`config.mk`:
```
export PLATFORM = sky130hd
export DESIGN_NAME = draw_board
export DESIGN_NICKNAME = d
export VERILOG_FILES = /design/src/rtl/board_pkg.sv /design/src/rtl/board_mem.sv /design/src/rtl/draw_board.sv
export SDC_FILE = /design/constraint.sdc
export NUM_CORES = 1
export LEC_CHECK = 0
export ABC_AREA = 1
export BUFFER_PORTS_ARGS = -buffer_cell sky130_fd_sc_hd__buf_2
export CAP_MARGIN = 10
export CORE_UTILIZATION = 47
export DETAILED_ROUTE_END_ITERATION = 8
export GPL_ROUTABILITY_DRIVEN = 0
export PLACE_DENSITY = 0.65
export SLEW_MARGIN = 20
export SYNTH_ARGS = -nofsm -noshare
export SYNTH_HDL_FRONTEND = slang
export SYNTH_HIERARCHICAL = 1
export SYNTH_SLANG_ARGS = --single-unit
```
`constraint.sdc`:
```
create_clock -name clk -period 6.8 [get_ports clk]
set_clock_uncertainty 0.2 [all_clocks]
set_input_delay 0.68 -clock clk [delete_from_list [all_inputs] [get_ports clk]]
set_output_delay 0.68 -clock clk [all_outputs]
set_load 0.005 [all_outputs]
```
`src/rtl/board_pkg.sv`:
```
// Shared types and defaults for the battleship board overlay.
// Provides the cell state encoding, the board FSM states, the VGA stream
// payload and the default colours.
package board_pkg;

  localparam int unsigned HV_W    = 11;
  localparam int unsigned RGB_W   = 12;
  localparam int unsigned POS_W   = 12;
  localparam int unsigned COORD_W = 4;

  typedef enum logic [1:0] {
    EMPTY = 2'd0,
    SHIP  = 2'd1,
    MISS  = 2'd2,
    HIT   = 2'd3
  } cell_state_t;

  typedef enum logic [1:0] {
    CLEAR = 2'd0,
    RUN   = 2'd1,
    PEND  = 2'd2
  } fsm_t;

  typedef struct packed {
    logic [HV_W-1:0]  vcount;
    logic             vsync;
    logic             vblnk;
    logic [HV_W-1:0]  hcount;
    logic             hsync;
    logic             hblnk;
    logic [RGB_W-1:0] rgb;
  } vga_t;

  localparam logic [RGB_W-1:0] LINE_RGB_DEF  = 12'hFFF;
  localparam logic [RGB_W-1:0] WATER_RGB_DEF = 12'h36C;
  localparam logic [RGB_W-1:0] SHIP_RGB_DEF  = 12'h777;
  localparam logic [RGB_W-1:0] MISS_RGB_DEF  = 12'h9BF;
  localparam logic [RGB_W-1:0] HIT_RGB_DEF   = 12'hF00;

endpackage

```
`src/rtl/board_mem.sv`:
```
// Cell-state storage: GRID_N^2 entries of 2 bits.
// Ports: clk; we/waddr/wdata single write port; rd_a_addr/rd_a_data
// (render lookup) and rd_b_addr/rd_b_data (toggle lookup), both async reads.
module board_mem
  import board_pkg::*;
#(
  parameter int unsigned GRID_N = 10
) (
  input  logic                                  clk,
  input  logic                                  we,
  input  logic [$clog2(GRID_N*GRID_N)-1:0]      waddr,
  input  cell_state_t                           wdata,
  input  logic [$clog2(GRID_N*GRID_N)-1:0]      rd_a_addr,
  output cell_state_t                           rd_a_data,
  input  logic [$clog2(GRID_N*GRID_N)-1:0]      rd_b_addr,
  output cell_state_t                           rd_b_data
);

  cell_state_t mem_q [GRID_N*GRID_N];

  // Contents are initialised by the owner's clear sweep, so no reset here.
  always_ff @(posedge clk) begin
    if (we) mem_q[waddr] <= wdata;
  end

  assign rd_a_data = mem_q[rd_a_addr];
  assign rd_b_data = mem_q[rd_b_addr];

endmodule

```
`src/rtl/draw_board.sv`:
```
// Battleship board overlay stage on the pixel clock.
// Ports: clk, rst (async, active low); vga_in/vga_out video stream (2-cycle
// latency); mouse_xpos/ypos/left cursor and button; shoot_mode; clear pulse;
// wr_en/wr_x/wr_y/wr_state game-logic cell write; sel_valid/sel_x/sel_y with
// sel_ready handshake for shoot selections; busy while clearing.
module draw_board
  import board_pkg::*;
#(
  parameter int unsigned      GRID_N    = 10,
  parameter int unsigned      CELL_LOG2 = 5,
  parameter int unsigned      X0        = 64,
  parameter int unsigned      Y0        = 96,
  parameter logic [RGB_W-1:0] LINE_RGB  = LINE_RGB_DEF,
  parameter logic [RGB_W-1:0] WATER_RGB = WATER_RGB_DEF,
  parameter logic [RGB_W-1:0] SHIP_RGB  = SHIP_RGB_DEF,
  parameter logic [RGB_W-1:0] MISS_RGB  = MISS_RGB_DEF,
  parameter logic [RGB_W-1:0] HIT_RGB   = HIT_RGB_DEF
) (
  input  logic               clk,
  input  logic               rst,
  input  vga_t               vga_in,
  output vga_t               vga_out,
  input  logic [POS_W-1:0]   mouse_xpos,
  input  logic [POS_W-1:0]   mouse_ypos,
  input  logic               mouse_left,
  input  logic               shoot_mode,
  input  logic               clear,
  input  logic               wr_en,
  input  logic [COORD_W-1:0] wr_x,
  input  logic [COORD_W-1:0] wr_y,
  input  logic [1:0]         wr_state,
  output logic               sel_valid,
  output logic [COORD_W-1:0] sel_x,
  output logic [COORD_W-1:0] sel_y,
  input  logic               sel_ready,
  output logic               busy
);

  localparam int unsigned      CELLS    = GRID_N * GRID_N;
  localparam int unsigned      IW       = $clog2(CELLS);
  localparam int unsigned      SPAN     = GRID_N << CELL_LOG2;
  localparam logic [POS_W-1:0] X_LO     = POS_W'(X0);
  localparam logic [POS_W-1:0] X_HI     = POS_W'(X0 + SPAN);
  localparam logic [POS_W-1:0] Y_LO     = POS_W'(Y0);
  localparam logic [POS_W-1:0] Y_HI     = POS_W'(Y0 + SPAN);
  localparam logic [POS_W-1:0] OFF_MASK = POS_W'((1 << CELL_LOG2) - 1);

  function automatic logic [IW-1:0] cell_index(input logic [COORD_W-1:0] col,
                                               input logic [COORD_W-1:0] row);
    return IW'(32'(row) * GRID_N + 32'(col));
  endfunction

  function automatic logic [RGB_W-1:0] cell_rgb(input cell_state_t s);
    case (s)
      SHIP:    return SHIP_RGB;
      MISS:    return MISS_RGB;
      HIT:     return HIT_RGB;
      default: return WATER_RGB;
    endcase
  endfunction

  // Mouse button synchroniser plus one extra stage for rising-edge detect.
  logic ml_s1_q, ml_s2_q, ml_s3_q;
  always_ff @(posedge clk or negedge rst) begin
    if (!rst) begin
      ml_s1_q <= 1'b0;
      ml_s2_q <= 1'b0;
      ml_s3_q <= 1'b0;
    end else begin
      ml_s1_q <= mouse_left;
      ml_s2_q <= ml_s1_q;
      ml_s3_q <= ml_s2_q;
    end
  end

  // Click qualification and clicked-cell coordinates.
  logic               click_c, m_inside_c;
  logic [POS_W-1:0]   m_dx_c, m_dy_c;
  logic [COORD_W-1:0] m_col_c, m_row_c;
  assign click_c    = ml_s2_q & ~ml_s3_q;
  assign m_inside_c = (mouse_xpos >= X_LO) && (mouse_xpos < X_HI) &&
                      (mouse_ypos >= Y_LO) && (mouse_ypos < Y_HI);
  assign m_dx_c     = m_inside_c ? (mouse_xpos - X_LO) : '0;
  assign m_dy_c     = m_inside_c ? (mouse_ypos - Y_LO) : '0;
  assign m_col_c    = COORD_W'(m_dx_c >> CELL_LOG2);
  assign m_row_c    = COORD_W'(m_dy_c >> CELL_LOG2);

  logic wr_ok_c;
  assign wr_ok_c = wr_en && (32'(wr_x) < GRID_N) && (32'(wr_y) < GRID_N);

  // Render stage-1 geometry.
  logic [POS_W-1:0] px_c, py_c, dx_c, dy_c;
  logic             x_in_c, y_in_c, inside_c, line_c, draw_c;
  assign px_c     = POS_W'(vga_in.hcount);
  assign py_c     = POS_W'(vga_in.vcount);
  assign x_in_c   = (px_c >= X_LO) && (px_c < X_HI);
  assign y_in_c   = (py_c >= Y_LO) && (py_c < Y_HI);
  assign inside_c = x_in_c && y_in_c;
  assign dx_c     = inside_c ? (px_c - X_LO) : '0;
  assign dy_c     = inside_c ? (py_c - Y_LO) : '0;
  // Closing right/bottom edges sit one pixel past the last cell.
  assign line_c   = (inside_c && (((dx_c & OFF_MASK) == '0) || ((dy_c & OFF_MASK) == '0))) ||
                    ((px_c == X_HI) && y_in_c) || ((py_c == Y_HI) && x_in_c);
  assign draw_c   = (inside_c || line_c) && !vga_in.hblnk && !vga_in.vblnk;

  logic        mem_we;
  logic [IW-1:0] mem_waddr;
  cell_state_t mem_wdata, rd_a_data, rd_b_data;

  board_mem #(.GRID_N(GRID_N)) u_mem (
    .clk       (clk),
    .we        (mem_we),
    .waddr     (mem_waddr),
    .wdata     (mem_wdata),
    .rd_a_addr (cell_index(COORD_W'(dx_c >> CELL_LOG2), COORD_W'(dy_c >> CELL_LOG2))),
    .rd_a_data (rd_a_data),
    .rd_b_addr (cell_index(m_col_c, m_row_c)),
    .rd_b_data (rd_b_data)
  );

  // Render pipeline: stage 1 geometry + cell read, stage 2 colour select.
  vga_t        vga_s1_q, vga_s2_q;
  logic        draw_s1_q, line_s1_q;
  cell_state_t cell_s1_q;
  always_ff @(posedge clk or negedge rst) begin
    if (!rst) begin
      vga_s1_q  <= '0;
      vga_s2_q  <= '0;
      draw_s1_q <= 1'b0;
      line_s1_q <= 1'b0;
      cell_s1_q <= EMPTY;
    end else begin
      vga_s1_q  <= vga_in;
      draw_s1_q <= draw_c;
      line_s1_q <= line_c;
      cell_s1_q <= rd_a_data;
      vga_s2_q  <= vga_s1_q;
      if (draw_s1_q) vga_s2_q.rgb <= line_s1_q ? LINE_RGB : cell_rgb(cell_s1_q);
    end
  end

  // Board FSM registers.
  fsm_t               state_q, state_d;
  logic [IW-1:0]      clr_idx_q, clr_idx_d;
  logic               sel_valid_q, sel_valid_d, busy_q, busy_d;
  logic [COORD_W-1:0] sel_x_q, sel_x_d, sel_y_q, sel_y_d;

  always_ff @(posedge clk or negedge rst) begin
    if (!rst) begin
      state_q     <= CLEAR;
      clr_idx_q   <= '0;
      sel_valid_q <= 1'b0;
      sel_x_q     <= '0;
      sel_y_q     <= '0;
      busy_q      <= 1'b1;
    end else begin
      state_q     <= state_d;
      clr_idx_q   <= clr_idx_d;
      sel_valid_q <= sel_valid_d;
      sel_x_q     <= sel_x_d;
      sel_y_q     <= sel_y_d;
      busy_q      <= busy_d;
    end
  end

  // Next state and cell write arbitration: clear sweep > wr_en > toggle.
  always_comb begin
    state_d     = state_q;
    clr_idx_d   = clr_idx_q;
    sel_valid_d = sel_valid_q;
    sel_x_d     = sel_x_q;
    sel_y_d     = sel_y_q;
    mem_we      = 1'b0;
    mem_waddr   = '0;
    mem_wdata   = EMPTY;
    unique case (state_q)
      CLEAR: begin
        mem_we    = 1'b1;
        mem_waddr = clr_idx_q;
        if (clr_idx_q == IW'(CELLS - 1)) state_d = RUN;
        else                             clr_idx_d = clr_idx_q + IW'(1);
      end
      RUN: begin
        if (wr_ok_c) begin
          mem_we    = 1'b1;
          mem_waddr = cell_index(wr_x, wr_y);
          mem_wdata = cell_state_t'(wr_state);
        end else if (click_c && m_inside_c && !shoot_mode &&
                     (rd_b_data == EMPTY || rd_b_data == SHIP)) begin
          mem_we    = 1'b1;
          mem_waddr = cell_index(m_col_c, m_row_c);
          mem_wdata = (rd_b_data == EMPTY) ? SHIP : EMPTY;
        end
        if (click_c && m_inside_c && shoot_mode) begin
          sel_x_d     = m_col_c;
          sel_y_d     = m_row_c;
          sel_valid_d = 1'b1;
          state_d     = PEND;
        end
      end
      PEND: begin
        if (wr_ok_c) begin
          mem_we    = 1'b1;
          mem_waddr = cell_index(wr_x, wr_y);
          mem_wdata = cell_state_t'(wr_state);
        end
        if (sel_ready) begin
          sel_valid_d = 1'b0;
          state_d     = RUN;
        end
      end
      default: state_d = CLEAR;
    endcase
    if (clear) begin
      state_d     = CLEAR;
      clr_idx_d   = '0;
      sel_valid_d = 1'b0;
    end
    busy_d = (state_d == CLEAR);
  end

  assign vga_out   = vga_s2_q;
  assign sel_valid = sel_valid_q;
  assign sel_x     = sel_x_q;
  assign sel_y     = sel_y_q;
  assign busy      = busy_q;

endmodule

```
# Word level (Yosys, flattened, before mapping)
# Memories as Yosys holds them, arrays and structs flattened. A register that Yosys moved wholly into a read port is not among the register bits.
# Index checks and enable logic that the tools add are counted.
word_totals:
  regBits: 100
  latchBits: 0
  ramBits: 200
  romBits: 0
  in_bits: 79
  output_inout_bits: 48
  wordCells: 131
  mem_count: 1
memory_table:
  columns: ["memory", "words", "width", "rd", "rd_ports_with_merged_regs", "write_ports", "line_no", "rtl"]
  rows:
  - ["u_mem.mem_q", 100, 2, 2, 1, 1, "board_mem.sv:19", "cell_state_t mem_q [GRID_N*GRID_N];"]
op_classes:
  n_addsub: 8
  multipliers: 3
  n_div: 0
  order_cmp: 10
  n_eq_ne: 12
  shift: 0
  n_mux: 34
  bitwise: 2
  n_reduce_logical: 36
op_table:
  columns: ["cell", "n"]
  rows:
  - ["$mux 7", 6]
  - ["$mux 9", 4]
  - ["$pmux 12 s3", 1]
  - ["$sub 9x7->9 const B", 4]
  - ["$ge 12x7->1 const B", 2]
  - ["$logic_not 12->1", 2]
  - ["$lt 12x9->1 const B", 2]
  - ["$mux 12", 2]
  - ["$eq 11x9->1 const B", 2]
  - ["$ge 11x7->1 const B", 2]
  - ["$lt 11x9->1 const B", 2]
  - ["$add 7x4->7", 3]
  - ["$pmux 7 s3", 1]
  - ["$mul 4x3->6 const B", 3]
  - ["$logic_and 1x1->1", 17]
  - ["$mux 2", 6]
  - ["$mux 1", 10]
  - ["$lt 4x4->1 const B", 2]
  - ["$add 7x1->7 const B", 1]
  - ["$eq 7x7->1 const B", 1]
  - ["$eq 2x1->1 const B", 3]
  - ["$eq 2x2->1 const B", 3]
  - ["$logic_not 2->1", 3]
  - ["$ne 3x3->1 const B", 2]
  - ["13 further kinds", 21]

# Depth between registers and ports, before layout
# Gate-level depths: netlist (run 1).
# An unclocked memory read counts as a cell.
logic_depth:
  depth_word: 16
  ltp_mapped: 38
  mapped_depth_nobuf: 35

# By module
# The synthesis (run 1) kept the hierarchy.
by_module_without_submodules:
  columns: ["module", "n_inst", "cells_per_inst", "area_per_inst_um2", "seq_area_each_um2"]
  rows:
  - ["board_mem", 1, 1295, 10667.7, 6005.8]
  - ["draw_board", 1, 494, 4770.8, 2553.7]

# Worst setup path before layout (run 1)
# OpenSTA, ideal clock, no wires.
synth_path:
  path_type: "input to register"
  startpoint: "input mouse_xpos[6]"
  endpoint: "memory u_mem/mem_q[0][0] in the netlist's numbering (data pin)"
  setup_ps: 728
  arrival_ps: 6519
  required_time_ps: 5872
  path_slack_ps: -647
  stages: 31
  n_path_buf: 2
  cell_sequence: "inv_1 -> ha_1 -> nand2_1 -> nor2_1 -> nand2_1 -> nor2_2 -> nor2_4 -> buf_6 -> inv_1 -> nor2_1 -> a21oi_1 -> nor2_1 -> ha_1 -> inv_1 -> o21ai_1 -> inv_1 -> nand3_1 -> nand2_1 -> inv_1 -> clkbuf_1 -> inv_1 -> nand3_1 -> nand3_1 -> nand2_1 -> nand2_1 -> nand2_1 -> nand2_1 -> nor3_4 -> o21ai_2 -> or3_1 -> a21boi_1"
synth_via:
  elab_chain_cells: 14
synth_rtl:
  columns: ["element", "line_no", "rtl"]
  rows:
  - ["from (decl)", "draw_board.sv:23", "input logic [POS_W-1:0] mouse_xpos,"]
  - ["$ge 12x7->1 / $lt 12x9->1 (equally long branches)", "draw_board.sv:81", "assign m_inside_c = (mouse_xpos >= X_LO) && (mouse_xpos < X_HI) &&"]
  - ["$logic_and 1x1->1 * (2 in series)", "draw_board.sv:81", null]
  - ["$logic_and 1x1->1 *", "draw_board.sv:82", "(mouse_ypos >= Y_LO) && (mouse_ypos < Y_HI);"]
  - ["$mux 9 *", "draw_board.sv:84", "assign m_dy_c = m_inside_c ? (mouse_ypos - Y_LO) : '0;"]
  - ["via m_dy_c[7]", "draw_board.sv:78", "logic [POS_W-1:0] m_dx_c, m_dy_c;"]
  - ["$mul 4x3->6 *", "draw_board.sv:50", "return IW'(32'(row) * GRID_N + 32'(col));"]
  - ["$add 7x4->7 *", "draw_board.sv:50", null]
  - ["$mem_v2 100x2 *", null, null]
  - ["via rd_b_data[1]", "draw_board.sv:108", "cell_state_t mem_wdata, rd_a_data, rd_b_data;"]
  - ["$eq 2x1->1 / $logic_not 2->1 (equally long branches)", "draw_board.sv:189, draw_board.sv:192", null]
  - ["$logic_or 1x1->1", "draw_board.sv:189", "(rd_b_data == EMPTY || rd_b_data == SHIP)) begin"]
  - ["$logic_and 1x1->1", "draw_board.sv:188", "end else if (click_c && m_inside_c && !shoot_mode &&"]
  - ["$mux 1 *", "draw_board.sv:188", null]
  - ["$mux 2 *", "draw_board.sv:184", "if (wr_ok_c) begin"]
  - ["$pmux 2 s2 *", "draw_board.sv:176", "unique case (state_q)"]
  - ["via mem_wdata[0]", "draw_board.sv:108", null]
  - ["to (decl)", "board_mem.sv:19", null]
# The timed path passes the listed nets; every way through them passes the cells marked *.

# Worst setup path in the final report (run 1)
layout_path:
  startpoint: "input mouse_xpos[6]"
  endpoint: "memory u_mem/mem_q[27][0] in the netlist's numbering, enable pin"
layout_rtl:
  columns: ["element", "line_no", "rtl"]
  rows:
  - ["$ge 12x7->1 / $lt 12x9->1 (equally long branches)", "draw_board.sv:81", null]
  - ["$logic_and 1x1->1 (2 in series)", "draw_board.sv:81", null]
  - ["$logic_and 1x1->1", "draw_board.sv:82", null]
  - ["$mux 9", "draw_board.sv:84", null]
  - ["$mul 4x3->6", "draw_board.sv:50", null]
  - ["$add 7x4->7 *", "draw_board.sv:50", null]
  - ["$mem_v2 100x2 *", null, null]
  - ["via rd_b_data[1]", "draw_board.sv:108", null]
  - ["$eq 2x1->1 / $logic_not 2->1 (equally long branches)", "draw_board.sv:189", null]
  - ["$logic_or 1x1->1 *", "draw_board.sv:189", null]
  - ["$logic_and 1x1->1 *", "draw_board.sv:188", null]
  - ["$mux 7 *", "draw_board.sv:188", null]
  - ["$mux 7 *", "draw_board.sv:184", null]
  - ["$pmux 7 s3 *", "draw_board.sv:176", null]
  - ["via mem_waddr[1]", "draw_board.sv:107", "logic [IW-1:0] mem_waddr;"]
# Marked as above.

==> impl_metrics.json, run 1 <==
{
  "drtIter0Drc": 1122,
  "end_kind": "flop",
  "ir_drop_uv": 197,
  "grt_pass1_wl_um": 67500,
  "power_frac_seq_pct": 48.0,
  "syn_area_um2": 15400,
  "cp.required_ns": 6.80,
  "syn2layout_area_growth_pct": 14.7,
  "grt.overflow.total": 0,
  "synth_simple_gate_area_share_pct": 30.4,
  "arrival_ns": 5.81,
  "criticalPathCategory": "in -> reg",
  "finalSetupViolCount": 0,
  "cts-root-buf": "clkbuf_16",
  "critical_path.slowest_cell": "ha_1",
  "holdPathEnd": "ml_s1_q",
  "cts_setup_buffers": 0,
  "switching_power_mw": 0.880,
  "path_clk_slew_ns": 0.06,
  "row_count": 66,
  "synth_ff_type": "edfxtp_1",
  "ctsHtreeMaxLevel": 2,
  "yosysSeqAreaShare_pct": 55.4,
  "p_per_area_nw_per_um2": 234,
  "grt_usage_pct": 25.8,
  "report.final.slew_viol_count": 0,
  "io_buffers": 121,
  "multi_input_area_um2": 6060,
  "die_y_um": 183,
  "status": "finished, final reports clean",
  "drc": 0,
  "first_global_vias": 12600,
  "cts_tree": "done",
  "die_w_um": 183,
  "synthMuxAreaShare_pct": 0,
  "drt_wl_total_um": 42300,
  "r2r_slack_ns": 3.03,
  "place_hpwl_um": 26200,
  "dieArea_um2": 33600,
  "timing_hold_violations_final": 0,
  "drive_gt1_share_pct": 12.1,
  "clock_latency_ns": 0.51,
  "power_leakage_nw": 7.59,
  "holdPathStages": 1,
  "hold_ws_ns": 0.0789,
  "vias": 13000,
  "coreArea_um2": 32500,
  "crit_path_max_incr_delay_ns": 0.35,
  "synth_xor_area_share_pct": 1.02,
  "min-delay-start": "mouse_left",
  "slew_headroom_pct": 34.5,
  "first_pass_iters": 5,
  "combPwrFrac_pct": 5.6,
  "fmax_ghz": 0.172,
  "timing.rr.start": "u_mem/mem_q[39][1]",
  "cpMostUsedCell": "nand2_1",
  "grt_max_degree": 110,
  "crit_fanout": 13,
  "synth_nets": 1908,
  "synth_cell_types": 45,
  "worstMarginPinSlew_ns": 0.981,
  "postSynth.asyncResetShare_pct": 33.8,
  "yosysWarnings": 6,
  "seq_area_um2": 8560,
  "rr_endpoint": "u_mem/mem_q[27][0]",
  "r2r_cells": 20,
  "holdBufCountCts": 1,
  "final_nets": 2012,
  "antennaDiodeCount": 0,
  "post-route-period-util_pct": 85.5,
  "post_cts_resized": 0,
  "wl_per_cell_um": 17.9,
  "intPower_mw": 3.26,
  "synth_compound_area_share_pct": 4.21,
  "synth_top_family_by_area": "simple AND/OR/NAND/NOR gates",
  "hp-class": "in -> reg",
  "place_area_um2": 16500,
  "rsz0062_at_grt": "no",
  "drv_cap": 0,
  "syn_avg_cell_area_um2": 8.63,
  "cts_buffers": 35,
  "swShare_pct": 21.3,
  "syn_inst": 1789,
  "synth_edf_count": 200,
  "synth_fa_ha_area_share_pct": 3.48,
  "ant_nets": 0,
  "io_pins": 127,
  "fillerInstances": 2956,
  "clkPwrFrac_pct": 46.4,
  "ys_ff_latch": 302,
  "start_util_pct": 47.6,
  "design_area_um2": 17700,
  "finalSetupTns_ns": 0,
  "cts.sinks": 302,
  "antenna_found_initial": 0,
  "fin_crit_ns": 5.81,
  "clockBufferDepth": 3,
  "avgViaCountPerCell": 5.50,
  "start_kind": "input port"
}
## cell usage in the layout, fill, tap and decap left out, types with 4 or more instances in the layout
cell type,n
o21ai_0,46
edfxtp_1,200
buf_2,120
inv_1,104
nand4_1,9
ha_1,35
xor2_1,16
nand2_1,552
nand3_1,318
dfrtp_1,101
clkinv_1,10
buf_12,4
clkbuf_16,38
nor3_1,15
inv_2,5
bufinv_16,4
fa_1,5
nor2_1,196
nand2_2,4
clkinv_2,6
clkbuf_1,5
a31oi_1,8
o21ai_1,13
nor2_2,4
buf_4,28
o211ai_1,11
a21oi_1,29
## stage by stage
stage	std cells	total power [mW]	utilization (%)	worst slack [ns]
6_report	2361	4.14	54.6	0.989
5_1_grt	2361	4.28	54.6	0.433
4_1_cts	2361	4.17	54.5	1.10
3_5_place_dp	2297	2.25	50.8	0.589
2_1_floorplan	1789	2.14	-	0.499
3_3_place_gp	2297	2.25	50.8	0.697
## worst max-delay path, delay by kind of cell
kind	cells	cell delay, ns
and+or+nand+nor	20	2.75
AOI/OAI and AO/OA	5	0.70
adders and majority gates	2	0.56
buffers and inverters	8	1.13
## power groups by stage
stage / logic, mW / clock network [mW] / registers, mW
2_1_floorplan: 0.117 / 0 / 2.02
3_3_place_gp: 0.226 / 0 / 2.02
3_5_place_dp: 0.229 / 0 / 2.02
4_1_cts: 0.230 / 1.95 / 1.99
5_1_grt: 0.259 / 2.03 / 1.99
6_report: 0.231 / 1.92 / 1.99
## Yosys cell counts, drive strengths merged, types with 4 or more instances
library cell | count | area [um^2]
xor2 | 16 | 140
ha | 35 | 438
a21oi | 30 | 154
clkinv | 4 | 15.0
dfrtp | 101 | 2530
nor3 | 16 | 91.3
nand2 | 556 | 2100
clkbuf | 41 | 154
fa | 5 | 100
nand4 | 9 | 56.3
a31oi | 8 | 50.1
inv | 110 | 413
nor2 | 203 | 787
nand3 | 319 | 1600
o211ai | 11 | 82.6
o21ai | 60 | 304
buf | 46 | 260
edfxtp | 200 | 6010
## how the worst max path moves through the flow
stage / from / end / slack, ns / cells after the start
3_3_place_gp: mouse_xpos[6] / u_mem/mem_q[48][0] / 0.70 / 36
3_5_place_dp: mouse_xpos[6] / u_mem/mem_q[27][0] / 0.59 / 36
5_1_grt: mouse_xpos[6] / u_mem/mem_q[46][0] / 0.43 / 35
6_report: mouse_xpos[6] / u_mem/mem_q[27][0] / 0.99 / 35
2_1_floorplan: mouse_xpos[6] / u_mem/mem_q[0][0] / 0.50 / 31
4_1_cts: mouse_xpos[6] / u_mem/mem_q[59][1] / 1.10 / 36
## kinds of logic (layout without fill, tap and decap cells)
logic type / after synthesis / after routing
AND/OR/NAND/NOR: 1112 / 1112
flip-flops: 302 / 302
buffers and inverters: 201 / 331
AO/OA/AOI/OAI: 116 / 116
adder cells (fa/ha/maj): 40 / 40
XOR/XNOR: 18 / 18
## per-layer routing
metal  vias to the layer above  track usage (%)  wire [um]
met5                         -                0          0
met4                         0             10.4       1390
met3                       103             4.59       3710
met2                       608             42.2      19700
met1                      6096             33.9      17500
li1                       6169                -          -
## layout make-up
cell class / instances / area share [%]
Clock buffer: 47 / 5.75
Clock inverter: 16 / 0.996
Inverter: 114 / 2.42
Multi-Input combinational cell: 1286 / 34.2
Sequential cell: 302 / 48.3
Tap cell: 442 / 3.12
Timing Repair Buffer: 154 / 5.15
## registers in the layout (all words and copies together) (netlist names), 2 cells and up
| name | count |
|---|---|
| vga_out | 38 |
| sel_x | 4 |
| vga_s1_q | 38 |
| cell_s1_q | 2 |
| state_q | 2 |
| clr_idx_q | 7 |
| sel_y | 4 |
| u_mem/mem_q | 200 |
Power figures use the tool's default switching activity.
==> inputs of run 2 (changes only) <==
Settings changed: CELL_PAD_IN_SITES_DETAIL_PLACEMENT set to 0, CELL_PAD_IN_SITES_GLOBAL_PLACEMENT set to 1, CORE_UTILIZATION 47 to 46, PLACE_DENSITY 0.65 to not set, PLACE_DENSITY_LB_ADDON set to 0.1.
==> impl_metrics.json, run 2 (same netlist as run 1, synthesis figures left out) <==
{
  "slew_headroom_pct": 22.8,
  "cp.required_ns": 6.83,
  "timing_hold_violations_final": 0,
  "vias": 12800,
  "grt_usage_pct": 26.5,
  "hold_ws_ns": 0.0365,
  "status": "finished, final reports clean",
  "antenna_found_initial": 0,
  "final_core_util_pct": 54.0,
  "r2r_slack_ns": 3.03,
  "cpMostUsedCell": "nand2_1",
  "ctsHtreeMaxLevel": 2,
  "post-route-period-util_pct": 83.4,
  "swShare_pct": 23.1,
  "combPwrFrac_pct": 5.8,
  "rsz0062_at_grt": "no",
  "p_per_area_nw_per_um2": 228,
  "cts.sinks": 302,
  "cts-root-buf": "clkbuf_16",
  "fin_crit_ns": 5.67,
  "switching_power_mw": 0.929,
  "place_ws_ns": 0.622,
  "grt.overflow.total": 0,
  "largest_reg_flops": 200,
  "finalSetupTns_ns": 0,
  "cts_tree": "done",
  "power_frac_seq_pct": 49.3,
  "layout.cells.most_common": "nand2_1",
  "first_pass_iters": 6,
  "crit_family": "simple AND/OR/NAND/NOR gates",
  "crit_path_max_incr_delay_ns": 0.34,
  "largest-register": "u_mem/mem_q",
  "cts_buffers": 35,
  "avgViaCountPerCell": 5.41,
  "drive_gt1_share_pct": 12.6,
  "fmax_ghz": 0.176,
  "hp-class": "in -> reg",
  "io_buffers": 121,
  "path_clk_slew_ns": 0.06,
  "clkPwrFrac_pct": 44.9,
  "io_pins": 127,
  "post_cts_resized": 0,
  "cts_setup_buffers": 0,
  "report.final.slew_viol_count": 0,
  "holdBufCountCts": 1,
  "criticalPathCategory": "in -> reg",
  "drt_wl_total_um": 44300,
  "ir_drop_uv": 168,
  "critPathBufInv": 10,
  "critical_path.slowest_cell": "a21oi_1",
  "crit_fanout": 13,
  "clockBufferDepth": 3,
  "drv_cap": 0,
  "coreArea_um2": 32800,
  "place_hpwl_um": 27600,
  "start_kind": "input port",
  "first_global_vias": 12300,
  "antennaDiodeCount": 0,
  "die_y_um": 185,
  "syn2layout_area_growth_pct": 14.6,
  "final_nets": 2024,
  "clock_latency_ns": 0.55,
  "grt_pass1_wl_um": 68200,
  "worstMarginPinSlew_ns": 1.15,
  "end_kind": "flop",
  "intPower_mw": 3.10,
  "arrival_ns": 5.70,
  "finalWorstSetupSlack_ns": 1.13,
  "wl_per_cell_um": 18.7,
  "die_w_um": 185,
  "layout_common_cells": "552 x nand2_1, 318 x nand3_1, 200 x edfxtp_1, 196 x nor2_1, 120 x buf_2",
  "grt_max_degree": 110,
  "power_leakage_nw": 7.58,
  "finalSetupViolCount": 0,
  "dieArea_um2": 34300,
  "ant_nets": 0,
  "drtIter0Drc": 1190,
  "start_util_pct": 47.1,
  "drc": 0,
  "row_count": 66
}
[run 2: through the flow]
stage	total power [mW]	instance area (um^2)	cells
2_1_floorplan	2.14	15400	1789
3_3_place_gp	2.26	16600	2309
3_5_place_dp	2.26	16600	2309
4_1_cts	4.06	17700	2370
5_1_grt	4.16	17700	2370
6_report	4.03	17700	2370
[run 2: worst paths after layout]
check                           depth (start not counted)                 end          startpoint
min in group asynchronous                               2        clr_idx_q[0]                 rst
worst max register to register                         20  u_mem/mem_q[11][0]  u_mem/mem_q[74][1]
worst max-delay path                                   38  u_mem/mem_q[11][0]       mouse_xpos[6]
worst min-delay path                                    1         vga_s1_q[7]           vga_in[7]
worst min register to register                          0         vga_out[16]        vga_s1_q[16]
max in group asynchronous                               3         vga_s1_q[8]                 rst
[run 2: final cells by class]
type / count / area [um^2]
fillers: 3013 / 15100
flip-flops and latches: 302 / 8560
multi-input cells: 1286 / 6060
repair buffers: 166 / 986
clock buffers: 45 / 923
well taps: 442 / 553
inverters: 114 / 432
clock inverters: 15 / 170
[run 2: power by group through the flow]
stage               sequential, mW  combinational (mW)  clock (mW)
floorplan                     2.02               0.117           0
global placement              2.02               0.233           0
detailed placement            2.02               0.235           0
CTS                           1.99               0.236        1.84
global route                  1.99               0.261        1.91
finish                        1.99               0.235        1.81
[run 2: layer usage]
layer / up-vias / GRT usage, % / part of all wire (%)
met2: 468 / 45.3 / 48
met4: 0 / 8.56 / 2.5
li1: 6185 / - / -
met3: 78 / 4.29 / 6.8
met5: - / 0 / 0
met1: 6101 / 34.1 / 43
